<file path="config.mk">
export PLATFORM = sky130hd
export DESIGN_NAME = crc_lfsr_engine
export DESIGN_NICKNAME = d
export VERILOG_FILES = /design/src/rtl/crc_lfsr_engine.sv
export SDC_FILE = /design/constraint.sdc
export NUM_CORES = 1
export LEC_CHECK = 0
export CORE_UTILIZATION = 49
export DETAILED_ROUTE_END_ITERATION = 8
export PLACE_DENSITY_LB_ADDON = 0.15
export SYNTH_ARGS = -nofsm -noshare
export SYNTH_HDL_FRONTEND = slang
export SYNTH_SLANG_ARGS = --single-unit
</file>
<file path="constraint.sdc">
create_clock -name clk -period 1.73 [get_ports clk]
set_input_delay 0.2595 -clock clk [delete_from_list [all_inputs] [get_ports clk]]
set_output_delay 0.2595 -clock clk [all_outputs]
set_load 0.005 [all_outputs]
</file>
<file path="src/rtl/crc_lfsr_engine.sv">
// Serial bit-at-a-time CRC LFSR with data-CRC snapshot and received-CRC residue check.
// Default parameters give the CAN CRC-15; CAN FD widths are reached by overriding CRC_W/POLY.
module crc_lfsr_engine #(
    parameter int unsigned      CRC_W = 15,
    parameter logic [CRC_W-1:0] POLY  = 15'h4599,
    parameter logic [CRC_W-1:0] INIT  = '0
) (
    input  logic             clk,
    input  logic             rst_n,
    input  logic             din,
    input  logic             crc_clr,
    input  logic             crc_en,
    input  logic             chk_en,
    output logic [CRC_W-1:0] crc,
    output logic             crc_valid,
    output logic             chk_done,
    output logic             crc_err
);

    localparam int unsigned     CntW    = $clog2(CRC_W + 1);
    localparam logic [CntW-1:0] CntLast = CntW'(CRC_W - 1);

    typedef enum logic [1:0] {StIdle, StCalc, StCheck, StDone} state_e;

    state_e           state_q, state_d;
    logic [CRC_W-1:0] lfsr_q, lfsr_d;
    logic [CRC_W-1:0] crc_q, crc_d;
    logic             crc_valid_q, crc_valid_d;
    logic             chk_done_q, chk_done_d;
    logic             crc_err_q, crc_err_d;
    logic             data_seen_q, data_seen_d;
    logic [CntW-1:0]  chk_cnt_q, chk_cnt_d;

    logic             fb;
    logic [CRC_W-1:0] lfsr_shift;

    assign fb         = din ^ lfsr_q[CRC_W-1];
    assign lfsr_shift = {lfsr_q[CRC_W-2:0], 1'b0} ^ (fb ? POLY : '0);

    always_comb begin
        state_d     = state_q;
        lfsr_d      = lfsr_q;
        crc_d       = crc_q;
        crc_valid_d = crc_valid_q;
        chk_done_d  = 1'b0;
        crc_err_d   = crc_err_q;
        data_seen_d = data_seen_q;
        chk_cnt_d   = chk_cnt_q;

        // A clear wins in every state; the crc output itself is left as last snapshotted.
        if (crc_clr) begin
            state_d     = StCalc;
            lfsr_d      = INIT;
            crc_valid_d = 1'b0;
            crc_err_d   = 1'b0;
            data_seen_d = 1'b0;
            chk_cnt_d   = '0;
        end else begin
            unique case (state_q)
                StIdle: ;
                StCalc: begin
                    if (chk_en) begin
                        if (!crc_valid_q) begin
                            crc_d       = lfsr_q;
                            crc_valid_d = 1'b1;
                        end
                        lfsr_d    = lfsr_shift;
                        chk_cnt_d = CntW'(1);
                        state_d   = StCheck;
                    end else if (crc_en) begin
                        lfsr_d      = lfsr_shift;
                        data_seen_d = 1'b1;
                    end else if (data_seen_q && !crc_valid_q) begin
                        crc_d       = lfsr_q;
                        crc_valid_d = 1'b1;
                    end
                end
                StCheck: begin
                    if (chk_en) begin
                        lfsr_d    = lfsr_shift;
                        chk_cnt_d = chk_cnt_q + CntW'(1);
                        if (chk_cnt_q == CntLast) begin
                            chk_done_d = 1'b1;
                            crc_err_d  = (lfsr_shift != '0);
                            state_d    = StDone;
                        end
                    end
                end
                StDone: ;
                default: state_d = StIdle;
            endcase
        end
    end

    always_ff @(posedge clk or negedge rst_n) begin
        if (!rst_n) begin
            state_q     <= StIdle;
            lfsr_q      <= INIT;
            crc_q       <= '0;
            crc_valid_q <= 1'b0;
            chk_done_q  <= 1'b0;
            crc_err_q   <= 1'b0;
            data_seen_q <= 1'b0;
            chk_cnt_q   <= '0;
        end else begin
            state_q     <= state_d;
            lfsr_q      <= lfsr_d;
            crc_q       <= crc_d;
            crc_valid_q <= crc_valid_d;
            chk_done_q  <= chk_done_d;
            crc_err_q   <= crc_err_d;
            data_seen_q <= data_seen_d;
            chk_cnt_q   <= chk_cnt_d;
        end
    end

    assign crc       = crc_q;
    assign crc_valid = crc_valid_q;
    assign chk_done  = chk_done_q;
    assign crc_err   = crc_err_q;

endmodule

</file>
After elaboration in Yosys (flattened, before gate mapping)

Index checks and enable logic that the tools add are counted.

Reduce and logical (&&, ||, !) cells: 18
Bitwise operators: 3
Add/sub/neg operators: 1
Mux-type cells: 36
Eq/ne operators: 11

Operators with widths:

| kind                                                | count |
|---|---|
| 2-to-1 mux 15 bit                                   | 9 |
| case mux 15 bit (2 select lines)                    | 1 |
| 2-to-1 mux 1 bit                                    | 17 |
| AND reduction 3 bit                                 | 5 |
| nonzero test 15 bit                                 | 1 |
| bitwise XOR 15 bit                                  | 1 |
| 2-to-1 mux 4 bit                                    | 3 |
| nonzero test 2 bit                                  | 6 |
| != test 3 bit, second input constant                | 3 |
| 2-to-1 mux 2 bit                                    | 4 |
| case mux 4 bit (2 select lines)                     | 1 |
| nonzero test 3 bit                                  | 2 |
| AND reduction 5 bit                                 | 1 |
| adder 4 x 1 -> 4 bit, second input constant         | 1 |
| equality test 4 bit, second input constant          | 1 |
| != test 2 bit, second input constant                | 2 |
| != test 4 bit, second input constant                | 1 |
| case mux 2 bit (2 select lines)                     | 1 |
| AND reduction 4 bit                                 | 1 |
| != test 3 x 2 -> 1 bit, second input constant       | 1 |
| equality test 2 x 1 -> 1 bit, second input constant | 1 |
| equality test 2 bit, second input constant          | 1 |
| != test 2 x 1 -> 1 bit, second input constant       | 1 |
| logical AND 1 bit                                   | 1 |
| 3 further kinds                                     | 3 |

Input bits: 6
Logic and storage cells: 77
Flip-flop bits (word level): 40
Output and inout port bits: 18

Longest topological paths before layout

Gate-level depths: netlist of the first run.

Word-level depth: 8
Mapped depth: 7
Gate-level depth less buffers: 5

Worst setup path before layout of the first run

OpenSTA, ideal clock, no wires.

Path type: register -> register
Start point: register state_q[1]
End point: register crc_q[10], in the netlist crc[10]
Arrival time: 1.517 ns
Stages on the path, launching flop included: 8
Path slack: 0.088 ns
Period minus slack after synthesis: 1.642 ns
Required time: 1.605 ns
Library setup time: 0.125 ns
Path buffers: 3
Cells stage by stage: dfrtp_1 -> buf_6 -> nor2b_4 -> o21ai_2 -> or3_1 -> buf_6 -> buf_12 -> mux2_4

Word-level cells in the longest chain between the ends: 2

RTL lines:

| what                          | line | RTL |
|---|---|---|
| start: declaration            | 25   | `state_e state_q, state_d;` |
| start signal: assignment      | 97   | `state_q <= StIdle;` |
| start signal: assignment      | 106  | `state_q <= state_d;` |
| equality test 2 x 1 -> 1 bit  | 59   | `unique case (state_q)` |
| AND reduction 5 bit (no line) | --   |  |
| end signal: assignment        | 108  | `crc_q <= crc_d;` |
| end: declaration              | 27   | `logic [CRC_W-1:0] crc_q, crc_d;` |

Every way passes these cells.
A chain may end at the register's enable or synchronous reset.

Worst setup path in the final report of the first run

Start point: input chk_en
End point: register chk_cnt_q[3]

Word-level cells in the longest chain between the ends: 2
Elaborated cells between the ends (all ways): 3
Those cells by class: eq/ne: 2; reduce/logical: 1

RTL lines:

| what                              | line | RTL |
|---|---|---|
| start: declaration                | 13   | `input logic chk_en,` |
| != test 3 bit (no line)           | --   |  |
| AND reduction 3 bit (no line) (*) | --   |  |
| end signal: assignment            | 113  | `chk_cnt_q <= chk_cnt_d;` |
| end: declaration                  | 32   | `logic [CntW-1:0] chk_cnt_q, chk_cnt_d;` |

Mark *: on every way between the ends. The rest lies on a longest branch, timed or not.

==> results.sh, run 1 <==
export IMPL_status="completed"
export IMPL_p_switching_uw=549.6
export IMPL_fmax_mhz=629.4
export IMPL_relSlewSlack=0.6685
export IMPL_htree_levels=2
export IMPL_yosys_warnings=0
export IMPL_final_cell_mix="dfrtp_1, clkdlybuf4s50_1, nor2_1"
export IMPL_vdd_drop_max_mv=0.4926
export IMPL_critical_path_top_delay_family="buffers and inverters"
export IMPL_port_buffer_count=23
export IMPL_fin_crit_ns=1.589
export IMPL_timing_critical_path_buf_inv=2
export IMPL_die_width_um=64.12
export IMPL_first_pass_iters=4
export IMPL_syn_num_nets=162
export IMPL_die_h_um=64.12
export IMPL_p_int_mw=1.578
export IMPL_cp_arrival_ns=1.74
export IMPL_fillers=337
export IMPL_synth_avg_cell_area_um2=12.28
export IMPL_grt_use_total=0.1992
export IMPL_setup_viol=0
export IMPL_critPathRequiredTime_ns=1.88
export IMPL_drc=0
export IMPL_async_flop_share=1.000
export IMPL_syn_inst=154
export IMPL_path_cells="clkdlybuf4s50_1 -> buf_4 -> nor2b_1 -> o21a_1 -> a21oi_1 -> a2111oi_0"
export IMPL_combPwrFrac=0.212
export IMPL_grt_max_degree=28
export IMPL_synth_edff_count=0
export IMPL_synth_cell_types=42
export IMPL_root_buffer="clkbuf_8"
export IMPL_total_power_mw=2.127
export IMPL_ys_flop_type="dfrtp_1"
export IMPL_post_place_ws_ns=-0.1937
export IMPL_cts_made_buffers=5
export IMPL_power_density_mw_per_mm2=928.1
export IMPL_post_cts_buffers=0
export IMPL_via_count=1297
export IMPL_antenna_found_initial=0
export IMPL_cts_tree="built"
export IMPL_p_sw_frac=0.2584
export IMPL_rows=22
export IMPL_ys_ff_latch=40
export IMPL_cap_violations=0
export IMPL_yosysSeqAreaShare=0.5295
export IMPL_viasPerCell=5.543
export IMPL_criticalPathCategory="input port to register"
export IMPL_clk_latency_ns=0.29
export IMPL_grt_pass1_vias=1276
export IMPL_finalWirelength_mm=3.501
export IMPL_pwr_share_seq=0.516
export IMPL_placed_area_mm2=0.002205
export IMPL_hold_viol=0
export IMPL_reg2reg_to="crc[10]$_DFFE_PN0P_"
export IMPL_clkPwrFrac=0.271
export IMPL_first_iter_violations=39
export IMPL_wl_per_cell_um=14.96
export IMPL_syn_area_mm2=0.001891
export IMPL_fin_ws_ns=0.1413
export IMPL_io_pins=24
export IMPL_finalClockSkew_ns=0.005381
export IMPL_endpoint_kind="register"
export IMPL_postRouteAntennaNets=0
export IMPL_drive_gt1_frac=0.2097
export IMPL_tightest_slew_ns=0.4972
export IMPL_min_path_type="input port to async pin"
export IMPL_dieArea_mm2=0.004111
export IMPL_clock_sinks=40
export IMPL_num_antenna_cells=0
export IMPL_reg2reg_depth=5
export IMPL_rsz0062_at_grt="false"
export IMPL_globalRouteOverflowTotal=0
export IMPL_r2r_setup_slack_ns=0.15
export IMPL_r2r_start="state_q[1]$_DFFE_PN0P_"
export IMPL_grt_pass1_wl_mm=6.189
export IMPL_initial_core_util=0.5126
export IMPL_crit_slowest_cell="clkdlybuf4s50_1"
export IMPL_critPathMaxStageDelay_ns=0.53
export IMPL_dp_hpwl_mm=2.524
export IMPL_fin_nets=194
export IMPL_fp_coreArea_mm2=0.003689
export IMPL_clockBufferDepth=2
export IMPL_finalCritPeriodShare=0.9183
export IMPL_cellLeakagePower_nw=1.084
export IMPL_setup_worst_path_start_class="input port"
export IMPL_final_max_slew_viol_count=0
export IMPL_clk_pin_slew_ns=0.07
export IMPL_crit_fanout=8
export IMPL_gp_congestion=0.8501
export IMPL_fin_area_mm2=0.002292
export IMPL_final_util=0.6214
export IMPL_area_growth_pct=21.24
export IMPL_layout_commonest_cell="dfrtp_1"
export IMPL_whs_ns=0.4617
-- stage by stage --
| stage | setup TNS, ns | std cells |
|---|---|---|
| finish | 0 | 234 |
| global route | 0 | 234 |
| CTS | 0 | 234 |
| detailed placement | -2.653 | 226 |
| global placement | -1.652 | 226 |
| floorplan | 0 | 154 |
-- state kept, by name (all words and copies together), names as in the netlist --
signal,count
state_q,2
chk_cnt_q,4
crc_valid,1
crc_err,1
crc,15
chk_done,1
lfsr_q,15
data_seen_q,1
-- final cells by class --
| cell class | count | area (um^2) | area share |
|---|---|---|---|
| Sequential cell | 40 | 1001 | 0.4367 |
| Multi-Input combinational cell | 99 | 792.0 | 0.3455 |
| Timing Repair Buffer | 35 | 342.8 | 0.1496 |
| Clock buffer | 6 | 72.57 | 0.03166 |
| Tap cell | 48 | 60.06 | 0.02620 |
| Inverter | 5 | 18.77 | 0.008188 |
| Clock inverter | 1 | 5.005 | 0.002183 |
-- power groups by stage --
stage	logic [mW]	clock network, mW	registers [mW]
after global placement	0.444	0	1.11
final	0.452	0.577	1.10
after CTS	0.456	0.603	1.10
after detailed placement	0.454	0	1.12
after global routing	0.493	0.634	1.11
after floorplan	0.266	0	1.10
-- synth_stat cells, types with 3 or more instances --
cell type	instances	area share
a21oi_1	6	0.016
dfrtp_1	40	0.53
inv_1	5	0.0099
mux2_2	6	0.036
mux2_4	10	0.079
mux2i_1	9	0.048
nand2b_1	7	0.023
nor2_1	14	0.028
nor2b_1	3	0.0099
o21ai_0	3	0.0079
o22ai_1	5	0.017
or4_1	3	0.012
xnor2_1	5	0.023
-- routing by layer --
metal / share of wire / global-route usage
met1: 0.51 / 0.2876
met5: 0 / 0
met4: 0.018 / 0.06667
met2: 0.43 / 0.2859
met3: 0.040 / 0.05893
-- worst max-delay path by stage --
stage | slack (ns) | endpoint | depth (start not counted) | startpoint
2_1_floorplan | 0.09 | crc[10]$_DFFE_PN0P_ | 7 | state_q[1]$_DFFE_PN0P_
3_3_place_gp | -0.09 | crc[11]$_DFFE_PN0P_ | 6 | crc_en
3_5_place_dp | -0.19 | chk_cnt_q[3]$_DFFE_PN0P_ | 6 | chk_en
4_1_cts | 0.13 | chk_cnt_q[3]$_DFFE_PN0P_ | 6 | chk_en
5_1_grt | 0.02 | chk_cnt_q[3]$_DFFE_PN0P_ | 6 | chk_en
6_report | 0.14 | chk_cnt_q[3]$_DFFE_PN0P_ | 6 | chk_en
-- kinds of logic (layout without fill, tap and decap cells) --
family / count (synthesis) / in the layout / share of synthesized area
AOI/OAI and AO/OA: 27 / 27 / 0.09531
adders and majority gates: 2 / 2 / 0.01323
DFF: 40 / 40 / 0.5295
buffers and inverters: 15 / 47 / 0.05162
muxes: 25 / 25 / 0.1628
xor gates and xnor gates: 7 / 7 / 0.03243
and+or+nand+nor: 38 / 38 / 0.1152
-- timing repair --
action,CTS,global route
gates resized for setup,0,0
hold buffers,1,0
hold endpoints to repair,20,0
Note: power is estimated with default switching activity, not from simulation.
==> run 2: changes to the inputs <==
--- a/config.mk
+++ b/config.mk
@@ -6,6 +6,7 @@
 export NUM_CORES = 1
 export LEC_CHECK = 0
 export CORE_UTILIZATION = 49
+export CTS_CLUSTER_SIZE = 30
 export DETAILED_ROUTE_END_ITERATION = 8
 export PLACE_DENSITY_LB_ADDON = 0.15
 export SYNTH_ARGS = -nofsm -noshare
==> results of run 2 <==
The final DEF is identical to that of run 1; final timing and power are the same.
==> edit 1: new RTL, settings of run 2 <==
Encoding of `state_e`: now one-hot (4 bits for 4 states).
--- a/src/rtl/crc_lfsr_engine.sv
+++ b/src/rtl/crc_lfsr_engine.sv
@@ -20,7 +20,7 @@
     localparam int unsigned     CntW    = $clog2(CRC_W + 1);
     localparam logic [CntW-1:0] CntLast = CntW'(CRC_W - 1);
 
-    typedef enum logic [1:0] {StIdle, StCalc, StCheck, StDone} state_e;
+    typedef enum logic [3:0] {StIdle = 4'b0001, StCalc = 4'b0010, StCheck = 4'b0100, StDone = 4'b1000} state_e;
 
     state_e           state_q, state_d;
     logic [CRC_W-1:0] lfsr_q, lfsr_d;
Behaviour: no difference found for any inputs over 10 cycles, from zero or initial values and one cycle with rst_n low; not proved beyond that.
==> edit 1 against run 2 <==
- combinational power is 10% higher
- design area is 11% higher
- wire length is 17% higher
- the run now ends with setup timing left
- power is 12% higher
- fmax is 9.1% lower
- largest power group unchanged
- setup slack worse by 0.16 ns
- highest routed layer unchanged
- sequential cell count is 2 higher
- area after synthesis is 8.1% higher
- register-to-register slack worse by 0.17 ns
==> edit 1: results (changes against run 2) <==
status finished with violations (was finished clean); failing checks setup timing; met1 global-route usage 27.0% (was 28.8%); CTS buffer count 5 (unchanged); GPL Wtd Cong 0.802 (was 0.850); Worst path slowest cell dfrtp_1 (was clkdlybuf4s50_1); Synth cell types 41 (was 42); Post-Syn Nets 189 (was 162); CP delay by family, top simple AND/OR/NAND/NOR gates (was buffers and inverters); met2 Use GR 32.2% (was 28.6%); synth top area cells dfrtp_1, mux2_4, a21oi_1 (was dfrtp_1, mux2_4, mux2i_1); diode count 0 (unchanged); Final #Nets 228 (was 194); clk buf depth 2 (unchanged); crit path DAT 1.92 ns (was 1.74 ns); met3 global-route usage 4.28% (was 5.89%); post-synthesis xor/xnor area fraction 3.43% (was 3.24%); Worst Hold Class input port to async pin (unchanged); initial detailed-routing violation count 94 (was 39); post-synthesis area per instance 11.3 um2 (was 12.3 um2); Tmin final 1.75 ns (was 1.59 ns); pin count of the biggest net entering global routing 43 (was 28); routed via count 1542 (was 1297); Final Instance Area 2540 um2 (was 2290 um2); worst-case clock skew 0.00898 ns (was 0.00538 ns); final setup fails 10 (was 0); RR Endpoint crc[12] (was crc[10]); Synth Area in Compound Gates 11.6% (was 9.53%); Power, Total 2.38 mW (was 2.13 mW); hpwl dp 2820 um (was 2520 um); CP max FO 15 (was 8); Post-DP Area 2410 um2 (was 2200 um2); Reg-to-Reg Start state_q[2] (was state_q[1]); min setup slack post-route -0.0182 ns (was 0.141 ns); hold slack 0.0284 ns (was 0.462 ns); GR Util All Layers 20.3% (was 19.9%); internal power consumption 1.77 mW (was 1.58 mW); Max IR drop VDD 0.526 mV (was 0.493 mV); Static Leak 1.14 nW (was 1.08 nW); worst-skew pair later-pin latency 0.29 ns (about the same); first-pass GRT wire length 6710 um (was 6190 um); post-synthesis mux area share 12.1% (was 16.3%); met1 wire length 1930 um (was 1780 um); placed insts 262 (was 226); Ys Warns 0 (unchanged); Post-synth top cells dfrtp_1, a21oi_1, nor2_1 (was dfrtp_1, nor2_1, mux2_4, mux2i_1, nand2b_1); pre-CTS WS -0.162 ns (was -0.194 ns); setup TNS -0.126 ns (was 0 ns); Seq/Total Area, Yosys 51.5% (was 52.9%); H-tree levels 2 (unchanged); DR WL met2 1970 um (was 1520 um); DR vias/cell 5.69 (was 5.54); WL met3 160 um (was 140 um); share of layout cells above drive strength 1 25.8% (was 21.0%); Worst path max stage delay 0.41 ns (was 0.53 ns); adder-cell share of the synthesized area 1.22% (was 1.32%); drt total wl 4100 um (was 3500 um); P_seq approximately 1.1 mW; Slew HR 65.9% (was 66.9%); Clock net power 0.758 mW (was 0.577 mW)
## edit 1: area by class of cell
class / instances / area, um2
Inverter: 2 / 7.51
Tap cell: 50 / 62.6
Clock buffer: 6 / 72.6
Fill cell: 324 / 1460
Multi-Input combinational cell: 125 / 916
Timing Repair Buffer: 44 / 395
Clock inverter: 2 / 37.5
Sequential cell: 42 / 1050
## edit 1: worst max path at each step
stage / start / to / slack (ns) / cells after the start
floorplan: state_q[2] / crc[10] / -0.11 / 7
global placement: chk_en / crc[7] / -0.11 / 5
detailed placement: crc_en / crc[7] / -0.16 / 6
CTS: state_q[2] / crc[12] / -0.04 / 5
global route: state_q[2] / crc[13] / -0.09 / 5
finish: state_q[2] / crc[12] / -0.02 / 5
## edit 1: what timing repair did
action,4_1_cts,5_1_grt
pin swaps,1,1
endpoints found under the setup margin,16,17
setup buffers,1,0
gates resized for setup,2,2
==> edit 2: new RTL, flow settings as in run 2 <==
Without the edit above. `CRC_W`: 15 -> 19. Comments in the files are not updated.
--- a/src/rtl/crc_lfsr_engine.sv
+++ b/src/rtl/crc_lfsr_engine.sv
@@ -1,7 +1,7 @@
 // Serial bit-at-a-time CRC LFSR with data-CRC snapshot and received-CRC residue check.
 // Default parameters give the CAN CRC-15; CAN FD widths are reached by overriding CRC_W/POLY.
 module crc_lfsr_engine #(
-    parameter int unsigned      CRC_W = 15,
+    parameter int unsigned      CRC_W = 19,
     parameter logic [CRC_W-1:0] POLY  = 15'h4599,
     parameter logic [CRC_W-1:0] INIT  = '0
 ) (
Interface: changed (resized crc); port bits go from 24 to 28. The function was not compared with the original's and may differ.
==> edit 2 against run 2 <==
- sequential share of layout area up 0.38 points
- sequential cell count up 9
- wire length up 26%
- cell count up 18%
- highest routed layer unchanged
- largest cell class unchanged
- combinational power down 1%
- power up 21%
- setup slack worse by 0.076 ns
- area after synthesis up 19%
- design area up 21%
==> edit 2: results (changes against run 2) <==
internal power consumption 1.96 mW (was 1.58 mW); status finished clean (unchanged); Synth cell types 41 (was 42); GPL Wtd Cong 0.790 (was 0.850); multi-input gate count 119 (was 99); Filler Cell Count 351 (was 337); Seq/Total Area, Yosys 54.7% (was 52.9%); clk tree area frac 4.18% (was 3.38%); first-pass GRT wire length 7470 um (was 6190 um); CP max FO 6 (was 8); Final #Nets 230 (was 194); initial detailed-routing violation count 82 (was 39); initial antenna violation count 0 (unchanged); met1 wire length 2060 um (was 1780 um); CP delay by family, top simple AND/OR/NAND/NOR gates (was buffers and inverters); vias in the first global route 1557 (was 1276); Post-Syn Nets 191 (was 162); DR vias/cell 5.56 (was 5.54); #FFs+latches synth 49 (was 40); Final Cycle Share 96.2% (was 91.8%); # port buffers 27 (was 23); hold slack 0.476 ns (was 0.462 ns); Post-synth top cells dfrtp_1, nor2_1, mux2i_1, mux2_2, mux2_4 (was dfrtp_1, nor2_1, mux2_4, mux2i_1, nand2b_1); drt total wl 4400 um (was 3500 um); worst-case clock skew 0.00348 ns (was 0.00538 ns); non-clk buf share 15.0% (about the same); GR Util All Layers 19.6% (was 19.9%); crit path DAT 1.83 ns (was 1.74 ns); Reg area 1230 um2 (was 1000 um2); post-synthesis area per instance 12.3 um2 (about the same); hpwl dp 2840 um (was 2520 um); synth top area cells dfrtp_1, mux2_4, mux2i_1 (unchanged); Multi-input gate area 940 um2 (was 792 um2); Max IR drop VDD 0.540 mV (was 0.493 mV); Post-DP Area 2650 um2 (was 2200 um2); RR Endpoint crc_err (was crc[10]); R2R cell count 4 (was 5); Slew HR 77.0% (was 66.9%); DR WL met2 2110 um (was 1520 um); Worst path max stage delay 0.58 ns (was 0.53 ns); Buffers, non-clock 42 (was 35); reg2reg setup slack 0.11 ns (was 0.15 ns); met2 Use GR 31.8% (was 28.6%); met1 global-route usage 25.7% (was 28.8%); Core Rows 24 (was 22); Clock Buffer Count 7 (was 6); placed insts 266 (was 226)
-- edit 2: kinds of logic (layout without fill, tap and decap cells) --
family | count (synthesis) | after routing | synth area share (%)
mux | 33 | 33 | 17.5
flops | 49 | 49 | 54.7
fa+ha+maj | 2 | 2 | 1.12
compound gates | 27 | 27 | 7.81
buf+inv | 15 | 55 | 3.68
xor+xnor | 7 | 7 | 3.07
simple gates | 50 | 50 | 12.1
-- edit 2: power groups by stage --
| stage | Combinational, mW | Clock (mW) | Sequential (mW) |
|---|---|---|---|
| finish | 0.446 | 0.845 | 1.29 |
| global route | 0.482 | 0.925 | 1.30 |
| CTS | 0.451 | 0.859 | 1.29 |
| detailed placement | 0.445 | 0 | 1.31 |
| global placement | 0.437 | 0 | 1.31 |
| floorplan | 0.236 | 0 | 1.30 |
-- edit 2: worst min-delay path: stages --
cell and delay, ns:
dlygate4sd3_1 0.52, buf_2 0.12, buf_12 0.25
